`config.mk`:
```
export PLATFORM = sky130hd
export DESIGN_NAME = jump_hazard_ctrl
export DESIGN_NICKNAME = d
export VERILOG_FILES = /design/src/rtl/jump_hazard_ctrl_pkg.sv /design/src/rtl/jump_hazard_ctrl_cmp.sv /design/src/rtl/jump_hazard_ctrl.sv
export SDC_FILE = /design/constraint.sdc
export NUM_CORES = 1
export LEC_CHECK = 0
export BUFFER_PORTS_ARGS = -buffer_cell sky130_fd_sc_hd__buf_2
export CAP_MARGIN = 10
export CORE_MARGIN = 2
export CORE_UTILIZATION = 55
export CTS_BUF_LIST = sky130_fd_sc_hd__clkbuf_8
export DETAILED_ROUTE_END_ITERATION = 8
export PLACE_DENSITY_LB_ADDON = 0.12
export SKIP_LAST_GASP = 1
export SLEW_MARGIN = 20
export SYNTH_ARGS = -nofsm -noshare
export SYNTH_HDL_FRONTEND = slang
export SYNTH_SLANG_ARGS = --single-unit
export TNS_END_PERCENT = 50
```
`constraint.sdc`:
```
create_clock -name clk -period 5.2 [get_ports clk]
set_input_delay 0.52 -clock clk [delete_from_list [all_inputs] [get_ports clk]]
set_output_delay 0.52 -clock clk [all_outputs]
set_load 0.005 [all_outputs]
```
`src/rtl/jump_hazard_ctrl_pkg.sv`:
```
// Shared encodings for the ID-stage jump/branch hazard unit:
// forwarding mux selects and registered stall-cause codes.
package jump_hazard_ctrl_pkg;

    localparam logic [1:0] FWD_RF    = 2'b00;
    localparam logic [1:0] FWD_EXMEM = 2'b01;
    localparam logic [1:0] FWD_MEMWB = 2'b10;
    localparam logic [1:0] FWD_LONG  = 2'b11;

    typedef enum logic [1:0] {
        CAUSE_RUN  = 2'd0,
        CAUSE_RAW  = 2'd1,
        CAUSE_LONG = 2'd2,
        CAUSE_FRZ  = 2'd3
    } cause_e;

endpackage

```
`src/rtl/jump_hazard_ctrl_cmp.sv`:
```
// Per-operand compare: RAW/long-busy detection and forward select
// for one ID-stage source register.
module hazard_cmp
    import jump_hazard_ctrl_pkg::*;
#(
    parameter int REG_AW = 5
) (
    input  logic                   srcUsed,
    input  logic [REG_AW-1:0]      srcReg,
    input  logic [2**REG_AW-1:0]   busy,
    input  logic                   idexWrite,
    input  logic [REG_AW-1:0]      idexDst,
    input  logic                   exmemWrite,
    input  logic                   exmemRead,
    input  logic [REG_AW-1:0]      exmemDst,
    input  logic                   memwbWrite,
    input  logic [REG_AW-1:0]      memwbDst,
    input  logic                   longWbValid,
    input  logic [REG_AW-1:0]      longWbDst,
    output logic                   rawHaz,
    output logic                   longHaz,
    output logic [1:0]             fwd
);

    logic live;
    logic longHit;
    logic exmemHit;
    logic memwbHit;

    // $0 is hardwired, so it never needs a stall or a bypass
    assign live     = srcUsed && (srcReg != '0);
    assign longHit  = longWbValid && (longWbDst == srcReg);
    assign exmemHit = exmemWrite && !exmemRead && (exmemDst == srcReg);
    assign memwbHit = memwbWrite && (memwbDst == srcReg);

    assign rawHaz = live &&
        ((idexWrite && (idexDst == srcReg)) ||
         (exmemRead && (exmemDst == srcReg)));

    assign longHaz = live && busy[srcReg] && !longHit;

    always_comb begin
        fwd = FWD_RF;
        if (live) begin
            if (longHit)
                fwd = FWD_LONG;
            else if (exmemHit)
                fwd = FWD_EXMEM;
            else if (memwbHit)
                fwd = FWD_MEMWB;
        end
    end

endmodule

```
`src/rtl/jump_hazard_ctrl.sv`:
```
// ID-stage hazard control for early-resolved operands with a
// long-latency busy scoreboard, stall-cause FSM and hang watchdog.
module jump_hazard_ctrl
    import jump_hazard_ctrl_pkg::*;
#(
    parameter int NUM_SRC = 2,
    parameter int REG_AW  = 5,
    parameter int CNT_W   = 8,
    parameter int TIMEOUT = 200
) (
    input  logic                      clk,
    input  logic                      rst_n,
    input  logic                      mem_stall,
    input  logic                      id_valid,
    input  logic [NUM_SRC-1:0]        id_src_used,
    input  logic [NUM_SRC*REG_AW-1:0] id_src_reg,
    input  logic                      id_issue_long,
    input  logic [REG_AW-1:0]         id_dst_reg,
    input  logic                      idex_regwrite,
    input  logic [REG_AW-1:0]         idex_dst,
    input  logic                      exmem_regwrite,
    input  logic                      exmem_memread,
    input  logic [REG_AW-1:0]         exmem_dst,
    input  logic                      memwb_regwrite,
    input  logic [REG_AW-1:0]         memwb_dst,
    input  logic                      long_wb_valid,
    input  logic [REG_AW-1:0]         long_wb_dst,
    output logic [2*NUM_SRC-1:0]      fwd_sel,
    output logic                      stall,
    output logic                      flush_idex,
    output logic [1:0]                stall_cause,
    output logic [CNT_W-1:0]          stall_cnt,
    output logic                      hang_err
);

    localparam logic [CNT_W-1:0] HANG_AT = CNT_W'(TIMEOUT - 1);

    logic [2**REG_AW-1:0] busy;
    logic [2**REG_AW-1:0] busyNext;
    logic [NUM_SRC-1:0]   rawVec;
    logic [NUM_SRC-1:0]   longVec;
    logic [2*NUM_SRC-1:0] fwdVec;
    logic                 rawAny;
    logic                 wawHaz;
    logic                 longAny;
    logic                 accept;
    cause_e               causeQ;
    cause_e               causeD;

    for (genvar i = 0; i < NUM_SRC; i++) begin : g_cmp
        hazard_cmp #(.REG_AW(REG_AW)) u_cmp (
            .srcUsed     (id_valid && id_src_used[i]),
            .srcReg      (id_src_reg[i*REG_AW +: REG_AW]),
            .busy        (busy),
            .idexWrite   (idex_regwrite),
            .idexDst     (idex_dst),
            .exmemWrite  (exmem_regwrite),
            .exmemRead   (exmem_memread),
            .exmemDst    (exmem_dst),
            .memwbWrite  (memwb_regwrite),
            .memwbDst    (memwb_dst),
            .longWbValid (long_wb_valid),
            .longWbDst   (long_wb_dst),
            .rawHaz      (rawVec[i]),
            .longHaz     (longVec[i]),
            .fwd         (fwdVec[2*i +: 2])
        );
    end

    assign rawAny  = |rawVec;
    assign wawHaz  = id_valid && id_issue_long &&
                     (id_dst_reg != '0) && busy[id_dst_reg];
    assign longAny = (|longVec) || wawHaz;

    // Outputs are forced low in reset so the pipeline releases at once
    assign stall      = rst_n && (rawAny || longAny || mem_stall);
    assign flush_idex = rst_n && (rawAny || longAny) && !mem_stall;
    assign fwd_sel    = rst_n ? fwdVec : '0;
    assign accept     = id_valid && id_issue_long && !stall;

    // Clear first so a same-cycle issue to that register wins
    always_comb begin
        busyNext = busy;
        if (long_wb_valid)
            busyNext[long_wb_dst] = 1'b0;
        if (accept)
            busyNext[id_dst_reg] = 1'b1;
        busyNext[0] = 1'b0;
    end

    always_comb begin
        causeD = CAUSE_RUN;
        if (mem_stall)
            causeD = CAUSE_FRZ;
        else if (longAny)
            causeD = CAUSE_LONG;
        else if (rawAny)
            causeD = CAUSE_RAW;
    end

    always_ff @(posedge clk or negedge rst_n) begin
        if (!rst_n) begin
            busy   <= '0;
            causeQ <= CAUSE_RUN;
        end else begin
            busy   <= busyNext;
            causeQ <= causeD;
        end
    end

    always_ff @(posedge clk or negedge rst_n) begin
        if (!rst_n) begin
            stall_cnt <= '0;
            hang_err  <= 1'b0;
        end else begin
            if (!stall)
                stall_cnt <= '0;
            else if (stall_cnt != '1)
                stall_cnt <= stall_cnt + 1'b1;
            if (stall && (stall_cnt == HANG_AT))
                hang_err <= 1'b1;
        end
    end

    assign stall_cause = causeQ;

endmodule

```
## After elaboration in Yosys (flattened, before gate mapping)

Cells that the tools add are included.

| word-level totals | value |
|---|---|
| memories kept | 0 |
| word-level logic and storage cells | 97 |
| memory bits (writable) | 0 |
| register bits after elaboration | 42 |
| bits in read-only memories | 0 |
| bits in latches | 0 |

| cells by class | value |
|---|---|
| shifts and indexed selects | 0 |
| div/mod/pow operators | 0 |
| add/subtract/negate cells | 1 |
| bitwise logic cells | 3 |
| $mul | 0 |
| reduce and logical (&&, ||, !) cells | 46 |
| eq/ne operators | 11 |
| mux-type cells | 26 |
| magnitude comparators | 6 |

Operators with widths:

| cell | number |
|---|---|
| $mux 32 | 2 |
| $eq 5x5->1 | 8 |
| $and 32x32->32 | 1 |
| $not 32->32 | 1 |
| $or 32x32->32 | 1 |
| $logic_and 1x1->1 | 31 |
| $lt 5x6->1 const B | 4 |
| $mux 2 | 10 |
| $mux 8 | 2 |
| $bmux 1 s5 | 3 |
| $reduce_bool 5->1 | 3 |
| $demux 1 s5 | 2 |
| $ge 5x1->1 const B | 2 |
| $add 8x1->8 const B | 1 |
| $eq 8x8->1 const B | 1 |
| $ne 8x8->1 const B | 1 |
| $mux 1 | 6 |
| $logic_not 1->1 | 5 |
| $logic_or 1x1->1 | 5 |
| $mux 4 | 1 |
| $reduce_or 2->1 | 2 |
| $ne 2x1->1 const B | 1 |

## Depth between registers and ports, before layout

Gate-level depths: netlist (run 1).

| logic depth | value |
|---|---|
| depth in word-level cells | 12 |
| gate-level depth with buffers | 10 |
| gate-level depth less buffers | 7 |

## Hierarchy

From an unflattened synthesis (run 1), not the netlist that was laid out.

| second synthesis, totals | value |
|---|---|
| cell total of the unflattened synthesis | 391 |
| area, all modules | 3623.5 sq um |

By module, submodules not included:

| module | area an instance (sq um) | cells an instance | times used |
|---|---|---|---|
| jump_hazard_ctrl | 2384.8 | 253 | 1 |
| hazard_cmp | 619.3 | 69 | 2 |

## Worst setup path after synthesis (run 1)

No wires, ideal clock.

| timing path | value |
|---|---|
| kind | input to output |
| start point | input port id_src_reg[0] |
| end point | output port stall |
| path buffers | 2 |
| cell stages on the path | 8 |
| path slack | 2.159 ns |
| arrival | 2.521 ns |
| path through | buf_6 > mux4_2 > nor3b_1 > or4_1 > o2111a_1 > a21oi_4 > a41oi_4 > buf_6 |

| between the ends | value |
|---|---|
| longest elaborated chain between the ends | 9 |
| elaborated cells on any way between the ends | 21 |

RTL lines:

| what | RTL line | source |
|---|---|---|
| start: declaration | jump_hazard_ctrl.sv:16 | `input logic [NUM_SRC*REG_AW-1:0] id_src_reg,` |
| $bmux 1 s5 (tied with other cells) | jump_hazard_ctrl_cmp.sv:40 | `assign longHaz = live && busy[srcReg] && !longHit;` |
| $mux 1 (not written as such) (tied with other cells) | jump_hazard_ctrl_cmp.sv:40 |  |
| $logic_and 1x1->1 / $logic_not 1->1 (equally long branches) | jump_hazard_ctrl_cmp.sv:40 |  |
| $logic_and 1x1->1 | jump_hazard_ctrl_cmp.sv:40 |  |
| $reduce_or 2->1 | jump_hazard_ctrl.sv:73 | `assign longAny = (\|longVec) \|\| wawHaz;` |
| $logic_or 1x1->1 | jump_hazard_ctrl.sv:73 |  |
| $logic_or 1x1->1 (*) (2 in a row) | jump_hazard_ctrl.sv:76 | `assign stall = rst_n && (rawAny \|\| longAny \|\| mem_stall);` |
| $logic_and 1x1->1 (*) | jump_hazard_ctrl.sv:76 |  |
| end: declaration | jump_hazard_ctrl.sv:29 | `output logic stall,` |

Every way passes the cells marked *; elsewhere a longest branch is shown, timed or not. The select of a mux whose other input is x is not followed.

## Worst setup path in the final report (run 1)

Ends and elaborated chain as after synthesis.

==> metrics.txt, run 1 <==
# TYPE chip_impl_metric gauge
chip_impl_info{name="run_status",value="finished, final reports clean"} 1
chip_impl_info{name="yosys-top-cells-count",value="sky130_fd_sc_hd__dfrtp_1, sky130_fd_sc_hd__o21ai_0, sky130_fd_sc_hd__xor2_1, sky130_fd_sc_hd__mux2i_1"} 1
chip_impl_metric{name="layout_min_cycle_time",unit="ns"} 3.761
chip_impl_metric{name="postLayoutCellArea",unit="sq mm"} 0.003831
chip_impl_metric{name="placement.io_buffers",unit=""} 63
chip_impl_metric{name="multiInputGateArea",unit="sq mm"} 0.002235
chip_impl_info{name="synthDominantAreaCellType",value="sky130_fd_sc_hd__dfrtp_1"} 1
chip_impl_metric{name="grt_util_met1",unit="%"} 39.62
chip_impl_metric{name="layout-area-overhead-vs-synth",unit="%"} 10.66
chip_impl_info{name="synth-main-ff-cell",value="sky130_fd_sc_hd__dfrtp_1"} 1
chip_impl_metric{name="die_area",unit="sq mm"} 0.006946
chip_impl_metric{name="antenna_cells_inserted",unit=""} 0
chip_impl_info{name="grt_busiest_layer",value="met2"} 1
chip_impl_info{name="r2r-start",value="busy[11]$_DFF_PN0_"} 1
chip_impl_metric{name="delay_of_the_slowest_cell_on_the_worst_path",unit="ns"} 0.55
chip_impl_metric{name="worst_hold_slack_after_final_layout",unit="ns"} 0.2949
chip_impl_metric{name="chipWidth",unit="um"} 83.34
chip_impl_metric{name="relative_slew_slack",unit="%"} 62.60
chip_impl_metric{name="synth_fp_nets",unit=""} 398
chip_impl_metric{name="layout.nets",unit=""} 442
chip_impl_info{name="r2r-end",value="busy[15]$_DFF_PN0_"} 1
chip_impl_info{name="yosys.cell_count.top_type",value="sky130_fd_sc_hd__dfrtp_1"} 1
chip_impl_metric{name="synth-async-reset-ratio",unit="%"} 100.0
chip_impl_metric{name="global_route.usage.met2",unit="%"} 46.41
chip_impl_metric{name="synth.yosys.warnings",unit=""} 0
chip_impl_metric{name="worstRegToRegCells",unit=""} 8
chip_impl_metric{name="post-layout-total-power",unit="W"} 0.0009007
chip_impl_metric{name="post-cts-setup-buffer-count",unit=""} 0
chip_impl_metric{name="grt_total_ovfl",unit=""} 0
chip_impl_metric{name="tritoncts.num_buffers",unit=""} 5
chip_impl_info{name="root_buffer",value="sky130_fd_sc_hd__clkbuf_8"} 1
chip_impl_info{name="timing.critical_path.mode_cell",value="sky130_fd_sc_hd__buf_2"} 1
chip_impl_info{name="worstSetupEndpointType",value="primary output"} 1
chip_impl_metric{name="antenna_left",unit=""} 0
chip_impl_info{name="crit_path_cells",value="buf_2 -> mux4_2 -> nor3b_1 -> or4_1 -> o2111a_1 -> a21oi_4 -> a41oi_4 -> buf_4 -> buf_2"} 1
chip_impl_info{name="tritoncts",value="yes"} 1
chip_impl_metric{name="drt_first_pass_iters",unit=""} 5
chip_impl_metric{name="met3_usage",unit="%"} 3.678
chip_impl_metric{name="detail_route.iter0.violations",unit=""} 250
chip_impl_metric{name="number_of_buffers_added_to_fix_hold_violations_after_cts",unit=""} 0
chip_impl_metric{name="wire_length_of_the_first_global_routing_pass",unit="um"} 16000
chip_impl_metric{name="grt_start_max_net_pins",unit=""} 46
chip_impl_metric{name="critPathMaxFanout",unit=""} 41
chip_impl_metric{name="place_congestion",unit=""} 0.8474
chip_impl_metric{name="cts.sink_count",unit=""} 42
chip_impl_metric{name="power.density",unit="mW/mm^2"} 235.1
chip_impl_metric{name="synth_cell_types",unit=""} 52
chip_impl_metric{name="placedInstanceArea",unit="sq mm"} 0.003736
chip_impl_info{name="critical-path-top-delay-family",value="buffers and inverters"} 1
chip_impl_info{name="timing_worst_setup_path_type",value="in -> out"} 1
chip_impl_metric{name="synth_seq_area_share",unit="%"} 30.36
chip_impl_metric{name="maxSlewViolCount",unit=""} 0
chip_impl_metric{name="reg_to_reg_slack_setup",unit="ns"} 2.31
chip_impl_info{name="timing.critical_path.slowest_stage_cell",value="sky130_fd_sc_hd__mux4_2"} 1
chip_impl_metric{name="final.fill_count",unit=""} 521
chip_impl_metric{name="final-hold-violation-count",unit=""} 0
chip_impl_metric{name="yosys.area.top_type_share",unit="%"} 30.36
chip_impl_metric{name="clock_insertion_delay_worst_skew",unit="ns"} 0.30
chip_impl_metric{name="crit_buf_inv",unit=""} 3
chip_impl_metric{name="achievable-frequency",unit="MHz"} 265.9
chip_impl_metric{name="core-area",unit="sq mm"} 0.005991
chip_impl_metric{name="wl",unit="um"} 9658
chip_impl_metric{name="synth_enable_flop_cells",unit=""} 0
chip_impl_metric{name="overall_routing_resource_usage",unit="%"} 28.21
chip_impl_metric{name="syn-cell-area",unit="sq mm"} 0.003462
chip_impl_metric{name="h-tree-depth",unit=""} 2
chip_impl_metric{name="irDropWorstVdd",unit="V"} 0.0001927
chip_impl_metric{name="placement_rows",unit=""} 28
chip_impl_metric{name="fin_crit_sh",unit="%"} 72.33
chip_impl_metric{name="syn-instance-count",unit=""} 350
chip_impl_metric{name="place.detailed.hpwl",unit="um"} 6880
chip_impl_metric{name="finClkSkew",unit="ns"} 0.01095
chip_impl_metric{name="number_of_antenna_violations_at_the_first_check_in_global_routing",unit=""} 0
chip_impl_metric{name="placed_cells",unit=""} 462
chip_impl_metric{name="yosys_register_bits",unit=""} 42
chip_impl_metric{name="required_worst_endpoint",unit="ns"} 4.68
chip_impl_metric{name="max_capacitance_violation_count",unit=""} 0
chip_impl_metric{name="initial_utilization",unit="%"} 57.79
chip_impl_info{name="hold_path_class",value="in -> async"} 1
chip_impl_metric{name="final_layout_size_suffix_gt1_share",unit="%"} 27.85
chip_impl_metric{name="tightest_slew",unit="ns"} 0.5611
chip_impl_info{name="worstSetupStartpointType",value="input pin"} 1
chip_impl_info{name="setup_repair_after_global_routing_missed_its_margin",value="no"} 1
chip_impl_metric{name="drc",unit=""} 0
chip_impl_metric{name="total_leakage_power",unit="nW"} 1.683
chip_impl_metric{name="max-clock-path-buffers",unit=""} 2
chip_impl_metric{name="viasPerCell",unit=""} 6.664
chip_impl_metric{name="chipHeight",unit="um"} 83.34
chip_impl_info{name="netlist_top_cells_area",value="sky130_fd_sc_hd__dfrtp_1, sky130_fd_sc_hd__mux4_2, sky130_fd_sc_hd__xor2_1, sky130_fd_sc_hd__mux2i_1, sky130_fd_sc_hd__o31ai_2"} 1
chip_impl_metric{name="cp_data_arrival_time",unit="ns"} 3.24
chip_impl_metric{name="number_of_vias_after_detailed_routing",unit=""} 3132
chip_impl_metric{name="clock_edge_transition_at_the_registers_on_the_reported_setup_and_hold_paths",unit="ns"} 0.08
chip_impl_metric{name="final-seq-area",unit="sq mm"} 0.001051
chip_impl_metric{name="avgRoutedWirePerCell",unit="um"} 20.55
chip_impl_metric{name="synth.avg_cell_area",unit="sq um"} 9.892
chip_impl_metric{name="final_cells",unit=""} 470
chip_impl_metric{name="via_count_of_the_first_global_routing_pass",unit=""} 3139
chip_impl_metric{name="report.final.setup_viol",unit=""} 0
chip_impl_metric{name="timing.setup.tns",unit="ns"} 0
chip_impl_metric{name="ios",unit=""} 64
chip_impl_metric{name="post_cts.resized_instances",unit=""} 0
==> logic make-up (layout without fill, tap and decap cells) <==
| logic type | Yosys count | count (layout) | synth area share [%] |
|---|---|---|---|
| compound gates | 97 | 97 | 22.15 |
| xor+xnor | 42 | 42 | 10.63 |
| fa+ha+maj | 1 | 1 | 0.3613 |
| buf+inv | 35 | 80 | 5.096 |
| flops | 42 | 42 | 30.36 |
| mux | 38 | 38 | 15.72 |
| simple gates | 95 | 95 | 15.68 |
==> final cells by class <==
class	count	share of cell area, %
Multi-Input combinational cell	273	58.33
Sequential cell	42	27.43
Timing Repair Buffer	65	8.622
Tap cell	75	2.449
Clock buffer	6	2.155
Inverter	7	0.6858
Clock inverter	2	0.3266
==> flip-flops by register name, indices dropped and copies added (netlist names) <==
signal and cells:
stall_cause 2, hang_err 1, stall_cnt 8, busy 31
==> layer usage <==
layer  up-vias  routed length, um
met2       160               4695
met5         -                  0
met3        16                767
met4         0                110
li1       1421                  -
met1      1535               4085
==> stage by stage <==
stage | utilization, % | setup slack [ns]
after floorplan | - | 2.159
final | 63.95 | 1.439
after global routing | 63.95 | 1.345
after global placement | 62.36 | 1.471
after CTS | 63.95 | 1.438
after detailed placement | 62.36 | 1.449
==> how the worst max path moves through the flow <==
stage	start	depth (start not counted)	endpoint	slack [ns]
3_5_place_dp	id_src_reg[0]	9	stall	1.45
5_1_grt	id_src_reg[0]	9	stall	1.35
2_1_floorplan	id_src_reg[0]	8	stall	2.16
6_report	id_src_reg[0]	9	stall	1.44
3_3_place_gp	id_src_reg[0]	9	stall	1.47
4_1_cts	id_src_reg[0]	9	stall	1.44
==> report_power, final <==
group	leakage [nW]	total, W	internal (W)	switching [W]
clock	0.0472	0.000222	0.000107	0.000115
sequential	0.558	0.000412	0.000367	0.0000453
combinational	1.08	0.000267	0.000121	0.000145
total	1.68	0.000901	0.000595	0.000306
==> layout by cell type, fill, tap and decap left out, types with 13 or more instances in the layout <==
cell / instances
sky130_fd_sc_hd__mux4_2: 13
sky130_fd_sc_hd__o31ai_2: 15
sky130_fd_sc_hd__buf_2: 63
sky130_fd_sc_hd__dfrtp_1: 42
sky130_fd_sc_hd__o21ai_0: 32
sky130_fd_sc_hd__o31ai_1: 16
sky130_fd_sc_hd__mux2i_1: 24
sky130_fd_sc_hd__xor2_1: 30
sky130_fd_sc_hd__nand2_1: 15
Note: power is estimated with default switching activity, not from simulation.
==> inputs of run 2 (changes only) <==
CORE_UTILIZATION = 53   (was 55)
clock period = 3.25 ns   (was 5.2 ns; I/O delays follow)
==> run 2 against run 1 <==
First-iteration DRC count down 1.2%. Hold slack worse by 0.14 ns. Non-clock buffer count up 5. Clock power up 92%. Clock skew down 0.0013 ns. Flip-flop and latch count unchanged. Combinational power up 63%. Register-to-register slack worse by 2.0 ns.
==> metrics.txt, run 2 (same netlist as run 1, synthesis figures left out) <==
# TYPE chip_impl_metric gauge
chip_impl_metric{name="maxSlewViolCount",unit=""} 0
chip_impl_metric{name="drc",unit=""} 0
chip_impl_metric{name="number_of_vias_after_detailed_routing",unit=""} 3133
chip_impl_metric{name="post-cts-setup-buffer-count",unit=""} 0
chip_impl_info{name="mostFrequentLayoutCells",value="sky130_fd_sc_hd__buf_2, sky130_fd_sc_hd__dfrtp_1, sky130_fd_sc_hd__o21ai_0"} 1
chip_impl_metric{name="ios",unit=""} 64
chip_impl_metric{name="achievable-frequency",unit="MHz"} 319.9
chip_impl_metric{name="antenna_left",unit=""} 0
chip_impl_info{name="max_flop_register",value="busy"} 1
chip_impl_metric{name="grt_start_max_net_pins",unit=""} 45
chip_impl_metric{name="antenna_cells_inserted",unit=""} 0
chip_impl_metric{name="layout-area-overhead-vs-synth",unit="%"} 12.69
chip_impl_metric{name="placement_rows",unit=""} 29
chip_impl_metric{name="report.final.setup_viol",unit=""} 0
chip_impl_metric{name="viasPerCell",unit=""} 6.582
chip_impl_metric{name="h-tree-depth",unit=""} 2
chip_impl_metric{name="avgRoutedWirePerCell",unit="um"} 20.84
chip_impl_metric{name="relative_slew_slack",unit="%"} 56.87
chip_impl_metric{name="final-hold-violation-count",unit=""} 0
chip_impl_metric{name="critPathMaxFanout",unit=""} 11
chip_impl_metric{name="overall_routing_resource_usage",unit="%"} 28.12
chip_impl_metric{name="grt_total_ovfl",unit=""} 0
chip_impl_metric{name="timing.setup.tns",unit="ns"} 0
chip_impl_metric{name="final_cells",unit=""} 476
chip_impl_metric{name="required_worst_endpoint",unit="ns"} 2.92
chip_impl_metric{name="cp_data_arrival_time",unit="ns"} 2.80
chip_impl_info{name="run_status",value="finished, final reports clean"} 1
chip_impl_metric{name="total_leakage_power",unit="nW"} 1.721
chip_impl_metric{name="irDropWorstVdd",unit="V"} 0.0002647
chip_impl_metric{name="power.density",unit="mW/mm^2"} 388.3
chip_impl_info{name="tritoncts",value="yes"} 1
chip_impl_metric{name="cts.sink_count",unit=""} 42
chip_impl_metric{name="post_cts.resized_instances",unit=""} 0
chip_impl_metric{name="largest_reg_flops",unit=""} 31
chip_impl_metric{name="clock_edge_transition_at_the_registers_on_the_reported_setup_and_hold_paths",unit="ns"} 0.08
chip_impl_info{name="timing_worst_setup_path_type",value="reg -> out"} 1
chip_impl_info{name="setup_repair_after_global_routing_missed_its_margin",value="no"} 1
chip_impl_metric{name="max-clock-path-buffers",unit=""} 2
chip_impl_metric{name="number_of_antenna_violations_at_the_first_check_in_global_routing",unit=""} 0
chip_impl_info{name="worstSetupEndpointType",value="primary output"} 1
chip_impl_metric{name="clock_insertion_delay_worst_skew",unit="ns"} 0.30
chip_impl_metric{name="final.fill_count",unit=""} 559
chip_impl_metric{name="placedInstanceArea",unit="sq mm"} 0.003789
chip_impl_metric{name="detail_route.iter0.violations",unit=""} 247
chip_impl_metric{name="place.detailed.hpwl",unit="um"} 7019
chip_impl_info{name="commonest_non_fill_non_tap_cell_in_the_layout",value="sky130_fd_sc_hd__buf_2"} 1
chip_impl_metric{name="chipWidth",unit="um"} 84.82
chip_impl_metric{name="final_layout_size_suffix_gt1_share",unit="%"} 28.57
chip_impl_metric{name="drt_first_pass_iters",unit=""} 5
chip_impl_metric{name="max_capacitance_violation_count",unit=""} 0
chip_impl_metric{name="fin_ws",unit="ns"} 0.1238
chip_impl_metric{name="tritoncts.num_buffers",unit=""} 5
chip_impl_metric{name="worst_case_setup_slack_after_placement",unit="ns"} 0.2759
chip_impl_metric{name="wl",unit="um"} 9921
chip_impl_info{name="root_buffer",value="sky130_fd_sc_hd__clkbuf_8"} 1
chip_impl_metric{name="via_count_of_the_first_global_routing_pass",unit=""} 3121
chip_impl_metric{name="placed_cells",unit=""} 469
chip_impl_metric{name="postLayoutCellArea",unit="sq mm"} 0.003901
chip_impl_metric{name="initial_utilization",unit="%"} 54.52
chip_impl_metric{name="fin_crit_sh",unit="%"} 96.19
chip_impl_metric{name="placement.io_buffers",unit=""} 63
chip_impl_info{name="hold_path_class",value="in -> async"} 1
chip_impl_metric{name="die_area",unit="sq mm"} 0.007194
chip_impl_metric{name="layout.nets",unit=""} 447
chip_impl_metric{name="place_congestion",unit=""} 0.8711
chip_impl_info{name="worstSetupStartpointType",value="register"} 1
chip_impl_metric{name="post-layout-total-power",unit="W"} 0.001515
chip_impl_metric{name="number_of_buffers_added_to_fix_hold_violations_after_cts",unit=""} 0
chip_impl_metric{name="chipHeight",unit="um"} 84.82
chip_impl_metric{name="finClkSkew",unit="ns"} 0.009611
chip_impl_metric{name="layout_min_cycle_time",unit="ns"} 3.126
chip_impl_metric{name="tightest_slew",unit="ns"} 0.6435
chip_impl_metric{name="core-area",unit="sq mm"} 0.006350
chip_impl_metric{name="wire_length_of_the_first_global_routing_pass",unit="um"} 15780
[run 2: layout make-up]
| cell class | count | area (sq um) | area share (%) |
|---|---|---|---|
| clock inverter | 1 | 30.03 | 0.7697 |
| inverter | 7 | 26.28 | 0.6735 |
| sequential | 42 | 1051 | 26.94 |
| timing repair buffer | 70 | 380.4 | 9.750 |
| multi-input combinational | 273 | 2235 | 57.28 |
| tap | 77 | 96.34 | 2.470 |
| clock buffer | 6 | 82.58 | 2.117 |
[run 2: layer usage]
metal  GRT usage (%)  routed length [um]
met5               0                   0
met4           12.55                 293
met3           3.988                 779
met2           44.95                4597
met1           38.28                4250
[run 2: worst paths after layout]
kind	endpoint	from	slack, ns	cells after the start
setup / recovery	stall	busy[11]$_DFF_PN0_	0.12	7
hold / removal	busy[10]$_DFF_PN0_	rst_n	0.15	2
setup reg to reg	busy[13]$_DFF_PN0_	busy[11]$_DFF_PN0_	0.32	8
hold reg to reg	hang_err$_DFFE_PN0P_	hang_err$_DFFE_PN0P_	0.46	1
max in group asynchronous	busy[23]$_DFF_PN0_	rst_n	2.70	2
min in group clk	stall_cause[1]$_DFF_PN0_	mem_stall	0.30	3
[run 2: worst max-delay path: stages (launching register included)]
cell,delay (ns)
sky130_fd_sc_hd__dfrtp_1,0.42
sky130_fd_sc_hd__mux4_2,0.47
sky130_fd_sc_hd__nor3b_1,0.15
sky130_fd_sc_hd__or4_1,0.52
sky130_fd_sc_hd__o2111a_1,0.29
sky130_fd_sc_hd__a21oi_4,0.20
sky130_fd_sc_hd__a41oi_4,0.25
sky130_fd_sc_hd__buf_2,0.21
[run 2: where the power goes]
part	leakage [nW]	switching [W]	internal (W)	total [W]
sequential	0.558	0.0000651	0.000587	0.000652
clock	0.0573	0.000181	0.000246	0.000426
combinational	1.11	0.000236	0.000200	0.000436
[run 2: stage by stage]
stage          util, %  hold slack, ns
5_1_grt          61.44          0.1945
6_report         61.44          0.1521
4_1_cts          61.44          0.1543
3_5_place_dp     59.67          0.4429
2_1_floorplan        -         0.02941
3_3_place_gp     59.67          0.4412
